--- src/rtl/spi_reg_bank.sv ---
// spi_reg_bank: SPI mode-0 peripheral feeding a bank of NUM_REGS addressed registers.
// All SPI pins are oversampled in the clk domain. A frame is 1 R/W bit, ADDR_W address
// bits and DATA_W data bits, sent MSB first. When ncs rises, the frame is committed as a
// register write, a silent read, or a frame_err pulse.
// Optional feature: define SPI_READBACK_EN to drive the addressed register out on cipo
// during read frames. Without it, cipo is tied low.
module spi_reg_bank #(
  parameter int NUM_REGS    = 5,
  parameter int DATA_W      = 8,
  parameter int ADDR_W      = 7,
  parameter int SYNC_STAGES = 2
) (
  input  logic                         clk,
  input  logic                         rst,
  input  logic                         sclk,
  input  logic                         copi,
  input  logic                         ncs,
  output logic                         cipo,
  output logic [NUM_REGS*DATA_W-1:0]   regs_o,
  output logic                         wr_stb,
  output logic [ADDR_W-1:0]            wr_addr,
  output logic                         frame_err
);

  localparam int FRAME_W = 1 + ADDR_W + DATA_W;
  localparam int CNT_W   = $clog2(FRAME_W + 2);
  localparam logic [CNT_W-1:0]  CNT_FULL   = CNT_W'(FRAME_W);
  localparam logic [CNT_W-1:0]  CNT_MAX    = CNT_W'(FRAME_W + 1);
  localparam logic [ADDR_W:0]   NUM_REGS_A = (ADDR_W + 1)'(NUM_REGS);

  typedef enum logic [1:0] {
    IDLE,
    SHIFT,
    COMMIT
  } state_t;

  // Synchroniser chains; index SYNC_STAGES-1 is the synchronised value.
  logic [SYNC_STAGES-1:0] sclk_sync;
  logic [SYNC_STAGES-1:0] copi_sync;
  logic [SYNC_STAGES-1:0] ncs_sync;
  logic                   sclk_d;
  logic                   ncs_d;

  logic sclk_s;
  logic copi_s;
  logic ncs_s;
  logic sclk_rise;
  logic ncs_rise;
  logic ncs_fall;

  state_t                 state;
  logic [CNT_W-1:0]       cnt;
  logic [FRAME_W-1:0]     shift_reg;
  logic [DATA_W-1:0]      regs [NUM_REGS];

  logic                   frame_rw;
  logic [ADDR_W-1:0]      frame_addr;
  logic [DATA_W-1:0]      frame_data;
  logic                   addr_ok;

  // Bring the asynchronous SPI pins into the clk domain and keep one cycle of history.
  always_ff @(posedge clk or posedge rst) begin
    if (rst) begin
      sclk_sync <= '0;
      copi_sync <= '0;
      ncs_sync  <= '1;
      sclk_d    <= 1'b0;
      ncs_d     <= 1'b1;
    end else begin
      // NOTE: non-blocking assignments let every flop in the chain sample the old value,
      // so each stage really adds one cycle of delay.
      sclk_sync <= {sclk_sync[SYNC_STAGES-2:0], sclk};
      copi_sync <= {copi_sync[SYNC_STAGES-2:0], copi};
      ncs_sync  <= {ncs_sync[SYNC_STAGES-2:0], ncs};
      sclk_d    <= sclk_sync[SYNC_STAGES-1];
      ncs_d     <= ncs_sync[SYNC_STAGES-1];
    end
  end

  assign sclk_s    = sclk_sync[SYNC_STAGES-1];
  assign copi_s    = copi_sync[SYNC_STAGES-1];
  assign ncs_s     = ncs_sync[SYNC_STAGES-1];
  assign sclk_rise = sclk_s & ~sclk_d;
  assign ncs_rise  = ncs_s & ~ncs_d;
  assign ncs_fall  = ~ncs_s & ncs_d;

  // Decode the captured frame for the commit decision.
  assign frame_rw   = shift_reg[FRAME_W-1];
  assign frame_addr = shift_reg[FRAME_W-2 -: ADDR_W];
  assign frame_data = shift_reg[DATA_W-1:0];
  assign addr_ok    = {1'b0, frame_addr} < NUM_REGS_A;

  // Frame FSM: shift bits while selected, then validate and commit on deselect.
  always_ff @(posedge clk or posedge rst) begin
    if (rst) begin
      state     <= IDLE;
      cnt       <= '0;
      shift_reg <= '0;
      wr_stb    <= 1'b0;
      wr_addr   <= '0;
      frame_err <= 1'b0;
      // NOTE: the bank is small and drives PWM blocks directly, so it is reset like any
      // other register; a large memory would normally be left unreset.
      for (int k = 0; k < NUM_REGS; k++) regs[k] <= '0;
    end else begin
      wr_stb    <= 1'b0;
      frame_err <= 1'b0;
      case (state)
        IDLE: begin
          if (ncs_fall) begin
            state     <= SHIFT;
            cnt       <= '0;
            shift_reg <= '0;
          end
        end
        SHIFT: begin
          if (sclk_rise) begin
            shift_reg <= {shift_reg[FRAME_W-2:0], copi_s};
            if (cnt != CNT_MAX) cnt <= cnt + 1'b1;
          end
          if (ncs_rise) state <= COMMIT;
        end
        COMMIT: begin
          if (cnt != CNT_FULL || !addr_ok) begin
            frame_err <= 1'b1;
          end else if (frame_rw) begin
            for (int k = 0; k < NUM_REGS; k++) begin
              if (frame_addr == ADDR_W'(k)) regs[k] <= frame_data;
            end
            wr_stb  <= 1'b1;
            wr_addr <= frame_addr;
          end
          // A new selection arriving while committing starts the next frame directly.
          if (ncs_fall) begin
            state     <= SHIFT;
            cnt       <= '0;
            shift_reg <= '0;
          end else begin
            state <= IDLE;
          end
        end
        default: state <= IDLE;
      endcase
    end
  end

  genvar g;
  generate
    for (g = 0; g < NUM_REGS; g++) begin : g_pack
      assign regs_o[g*DATA_W +: DATA_W] = regs[g];
    end
  endgenerate

`ifdef SPI_READBACK_EN
  logic [DATA_W-1:0] tx;
  logic [ADDR_W:0]   hdr;
  logic [DATA_W-1:0] rd_data;
  logic              sclk_fall;

  assign sclk_fall = ~sclk_s & sclk_d;
  // Header as it stands once the current rise has shifted the last address bit in.
  assign hdr = {shift_reg[ADDR_W-1:0], copi_s};

  // Select the register addressed by the header for loading into the tx shifter.
  always_comb begin
    // NOTE: default first so every path assigns rd_data and no latch is inferred.
    rd_data = '0;
    for (int k = 0; k < NUM_REGS; k++) begin
      if (hdr[ADDR_W-1:0] == ADDR_W'(k)) rd_data = regs[k];
    end
  end

  // Read-back shifter: load after the header, then shift on each following sclk fall.
  always_ff @(posedge clk or posedge rst) begin
    if (rst) begin
      tx <= '0;
    end else if (state != SHIFT) begin
      tx <= '0;
    end else if (sclk_rise && cnt == CNT_W'(ADDR_W)) begin
      tx <= (!hdr[ADDR_W] && ({1'b0, hdr[ADDR_W-1:0]} < NUM_REGS_A)) ? rd_data : '0;
    end else if (sclk_fall && cnt >= CNT_W'(ADDR_W + 2)) begin
      // The fall right after the load is skipped so the controller samples the MSB first.
      tx <= {tx[DATA_W-2:0], 1'b0};
    end
  end

  assign cipo = tx[DATA_W-1] & ~ncs_s;
`else
  assign cipo = 1'b0;
`endif

endmodule

--- config.mk ---
export PLATFORM = sky130hd
export DESIGN_NAME = spi_reg_bank
export DESIGN_NICKNAME = d
export VERILOG_FILES = /design/src/rtl/spi_reg_bank.sv
export SDC_FILE = /design/constraint.sdc
export NUM_CORES = 1
export LEC_CHECK = 0
export BUFFER_PORTS_ARGS = -buffer_cell sky130_fd_sc_hd__buf_2
export CELL_PAD_IN_SITES_DETAIL_PLACEMENT = 2
export CELL_PAD_IN_SITES_GLOBAL_PLACEMENT = 2
export CORE_UTILIZATION = 37
export CTS_BUF_LIST = sky130_fd_sc_hd__clkbuf_4
export DETAILED_ROUTE_END_ITERATION = 7
export GPL_TIMING_DRIVEN = 0
export PLACE_DENSITY_LB_ADDON = 0.1
export RECOVER_POWER = 50
export REMOVE_ABC_BUFFERS = 1
export SLEW_MARGIN = 0
export SYNTH_ARGS = -nofsm -noshare
export SYNTH_HDL_FRONTEND = slang
export SYNTH_SLANG_ARGS = --single-unit
--- constraint.sdc ---
create_clock -name clk -period 2.2 [get_ports clk]
set_input_delay 0 -clock clk [delete_from_list [all_inputs] [get_ports clk]]
set_output_delay 0 -clock clk [all_outputs]
set_load 0.01 [all_outputs]
== Word-level counts from Yosys, hierarchy flattened ==
Cells that the tools add are included.

* Input bits: 5
* Memories: 0
* RAM bits: 0
* Word-level logic and storage cells: 69
* Bits in latches: 0
* ROM bits: 0
* Register bits: 80
* Output and inout bits: 50

* Add/sub/neg operators: 1
* Shifts and indexed selects: 0
* Reduce and logical (&&, ||, !) cells: 15
* $mul: 0
* Divide/modulo/power cells: 0
* Equal/unequal tests: 13
* Bitwise logic cells: 7
* Mux-type cells: 16
* Order comparisons: 1

{| class="wikitable"
|+ Operators with widths
! cell !! count
|-
| $mux W16 || 2
|-
| $pmux W16 S2 || 1
|-
| $reduce_and A4 Y1 || 6
|-
| $mux W5 || 3
|-
| $eq A7 B2 Y1 const B || 2
|-
| $ne A5 B5 Y1 const B || 2
|-
| $pmux W5 S2 || 1
|-
| $ne A2 B2 Y1 const B || 4
|-
| $eq A7 B1 Y1 const B || 1
|-
| $eq A7 B3 Y1 const B || 1
|-
| $logic_not A7 Y1 || 1
|-
| $lt A7 B3 Y1 const B || 1
|-
| $mux W1 || 6
|-
| $pmux W2 S3 || 1
|-
| $reduce_and A3 Y1 || 2
|-
| $add A5 B1 Y5 const B || 1
|-
| $mux W2 || 2
|-
| $not A1 Y1 || 4
|-
| $and A1 B1 Y1 || 3
|-
| $eq A2 B1 Y1 const B || 1
|-
| $eq A2 B2 Y1 const B || 1
|-
| $logic_not A2 Y1 || 1
|-
| $ne A2 B1 Y1 const B || 1
|-
| $reduce_and A2 Y1 || 1
|-
| 4 further kinds || 4
|}

== Longest topological paths before layout ==
* Word-level depth: 5
* Depth in mapped cells: 5
* Depth with buffers taken out: 5

== Worst setup path before layout ==
No wires, ideal clock.

* Kind: register -> register
* From: register cnt[0]
* To: register regs (netlist bit regs_o[0])
* Required time: 2075 ps
* Library setup time: 125 ps
* Buffers on the path: 0
* Data arrival time: 1820 ps
* Slack: 255 ps
* Clock period less this slack: 1945 ps
* Cell stages (with the launch flop): 6
* Cells stage by stage: dfrtp_1 > inv_1 > ha_1 > nor4b_4 > nand4_4 > mux2_2

* Word-level cells in the longest chain between the ends: 4

{| class="wikitable"
|+ RTL lines
! item !! RTL line !! text
|-
| start, declared || 52 || <nowiki>logic [CNT_W-1:0] cnt;</nowiki>
|-
| start signal, assigned || 119 || <nowiki>if (cnt != CNT_MAX) cnt <= cnt + 1'b1;</nowiki>
|-
| $ne A5 B5 Y1 || 124 || <nowiki>if (cnt != CNT_FULL || !addr_ok) begin</nowiki>
|-
| $logic_or A1 B1 Y1 || 124 ||
|-
| $not A1 Y1 (no source line) || -- ||
|-
| $reduce_and A4 Y1 (no source line) || -- ||
|-
| end signal, assigned by index || 128 || <nowiki>if (frame_addr == ADDR_W'(k)) regs[k] <= frame_data;</nowiki>
|-
| end, declared || 54 || <nowiki>logic [DATA_W-1:0] regs [NUM_REGS];</nowiki>
|}

No other way between the ends.
A chain may end at the register's enable or synchronous reset.

== Worst setup path after layout ==
* From: register state[0]
* To: register regs (netlist bit regs_o[2])

* Word-level cells in the longest chain between the ends: 2

{| class="wikitable"
|+ RTL lines
! item !! RTL line !! text
|-
| start, declared || 51 || <nowiki>state_t state;</nowiki>
|-
| start signal, assigned || 96 || <nowiki>state <= IDLE;</nowiki>
|-
| start signal, assigned || 111 || <nowiki>state <= SHIFT;</nowiki>
|-
| start signal, assigned || 121 || <nowiki>if (ncs_rise) state <= COMMIT;</nowiki>
|-
| $eq A2 B2 Y1 || 108 || <nowiki>case (state)</nowiki>
|-
| $reduce_and A4 Y1 (no source line) || -- ||
|}

No other way between the ends.

==> flow_summary.toml <==
[status]
status = "complete, no violations"

[critical_path]
cp_max_fo = 13
worstPathRequired_ps = 2500
crit_path_start_kind = "register"
critPathArrivalTime_ps = 2260
critical_path_class = "reg2reg"
endpoint_kind = "register"
critPathSlowestCell = "nor4b_2"
path_cells = "nor4b_2 -> nand4_4 -> mux2_2"
cpPeakStageDelay_ps = 580

[clock_tree]
cts_buffers = 9
cts_tree = "done"
clk_pin_slew_worst_paths_ps = 130
cts.sink_count = 80
clk_latency_ps = 410
cts_root_buf = "clkbuf_4"
cts_buffer_depth = 2
htreeDepth = 3

[sta]
finalHoldViolCount = 0
slew_headroom = 0.431
setup_violations = 0
period_share = 0.891
rsz0062_at_grt = "no"
max_slew.worst_pin.slew_ps = 853
setup_ws_ps = 240
slew_viol_final = 0
post-route-min-period_ps = 1960
fin_skew_ps = 14.7
clock.fmax_ghz = 0.510

[detailed_routing]
wirelength_um = 7000
drtIter0Drc = 35
viasPerCell = 5.14
ant_nets = 0
dr.pass1.iters = 3
drcViolationCount = 0
vias = 1944
wl_per_cell_um = 18.5

[final_layout]
fillers = 837
syn2layout_area_growth_pct = 19.1
fin_util = 0.459
drive_gt1_frac = 0.436
multi_input_comb_area_mm2 = 0.00115
regArea_mm2 = 0.00201
final_common_cell = "dfrtp_1"
final_cell_mix = "dfrtp_1 (77), mux2_2 (43), buf_2 (36)"
nNetsFinal = 277
largest_register_ffs = 40
diodes = 0

[floorplanning]
initial_core_util = 0.385
top_level_ports = 55
die_h_um = 94.7
rows = 33
core_area_mm2 = 0.00826
die_w_um = 94.7
dieArea_mm2 = 0.00897

[job]
cap_violations = 0

[synth]
async_flop_share = 1.00
synth.top_cell.area_share = 0.606
synth.yosys.seq_area_share = 0.631
yosysWarnings = 0
synth_edf_count = 0
yosysUniqueCellTypes = 37
syn_area_mm2 = 0.00318
yosys.area.top_type = "dfrtp_1"
synth_flop_cell = "dfrtp_1"
ys_seq_elements = 80
avgSynthCellArea_um2 = 15.7
synthTopCellsByArea = "dfrtp_1 (61%), mux2_2 (15%), nand4_4 (4.0%)"
synthCells = 202

[min_path]
hold_class = "in2reg"

[placement]
gp_congestion = 0.704
portBuffers = 53
place_hpwl_um = 4500
place_ws_ps = -144

[power_and_ir_drop]
p_leak_nw = 1.94
power_density_mw_per_mm2 = 732
ir_drop_uv = 274

[global_route]
grt.overflow.total = 0
grt_pass1_wl_um = 11500
first_global_vias = 2120
grt_max_degree = 64
grt_usage = 0.174
antenna_found_initial = 0
[critical path: cells and delay by family (launching register included)]
family / cells / cell delay (ps)
and+or+nand+nor: 2 / 910
muxes: 1 / 370
DFF: 1 / 570
[final cells by class]
class                           count  area share
Sequential cell                    80       0.530
Tap cell                          105      0.0347
Timing Repair Buffer               61      0.0905
Multi-Input combinational cell    111       0.304
Clock buffer                       10      0.0198
Clock inverter                      5      0.0149
Inverter                            6     0.00628
[report_power, final]
| group | switching, mW | leakage, nW | internal [mW] | total, mW |
|---|---|---|---|---|
| Sequential | 0.0636 | 1.09 | 1.51 | 1.58 |
| Combinational | 0.190 | 0.772 | 0.150 | 0.340 |
| Clock | 0.503 | 0.0726 | 0.354 | 0.857 |
[cells in the mapped netlist, types with 3 or more instances]
cell      instances
dfrtp_1          77
nand2_1           4
nand4_4           6
dfstp_2           3
clkbuf_1          4
mux2_2           43
a22o_1           14
and2_1            6
a21oi_1           3
inv_1             6
ha_1              3
[what timing repair did]
item	CTS	global route
endpoints found under the hold margin	80	0
gates resized for setup	1	1
buffers inserted	1	1
pin swaps	0	1
setup endpoints to repair	59	31
hold buffers	4	0
[stage by stage]
stage / hold slack [ps] / TNS (ps) / total power [mW] / instance area (um2) / cells
after floorplan: 4.48 / -14680 / 1.79 / 3160 / 197
after global placement: 107 / -116540 / 1.86 / 3550 / 355
after detailed placement: -32.9 / -4900 / 1.89 / 3610 / 357
after CTS: 39.5 / 0 / 2.82 / 3800 / 377
after global routing: 176 / 0 / 2.92 / 3790 / 378
final: 214 / 0 / 2.77 / 3790 / 378
[routing by layer]
layer | part of all wire | track usage | up-vias
li1 | - | - | 875
met1 | 0.43 | 0.223 | 1029
met2 | 0.52 | 0.282 | 32
met3 | 0.036 | 0.0411 | 8
met4 | 0.013 | 0.0720 | 0
met5 | 0 | 0 | -
[cell families after synthesis]
family	after synthesis	share of synthesized area
AOI/OAI and AO/OA	26	0.0657
adders and majority gates	3	0.0118
buffers and inverters	11	0.0142
DFF	80	0.631
muxes	45	0.159
other	1	0.00118
and+or+nand+nor	36	0.118
[final timing paths]
check	start	endpoint	slack [ps]	depth (start not counted)
hold / removal	sclk	sclk_sync[0]	210	2
min in group asynchronous	rst	regs_o[39]	220	3
setup / recovery	state[0]	regs_o[2]	240	3
max in group asynchronous	rst	shift_reg[7]	650	4
setup reg to reg	state[0]	regs_o[2]	240	3
hold reg to reg	sclk_sync[0]	sclk_sync[1]	370	0
Power figures use the tool's default switching activity.
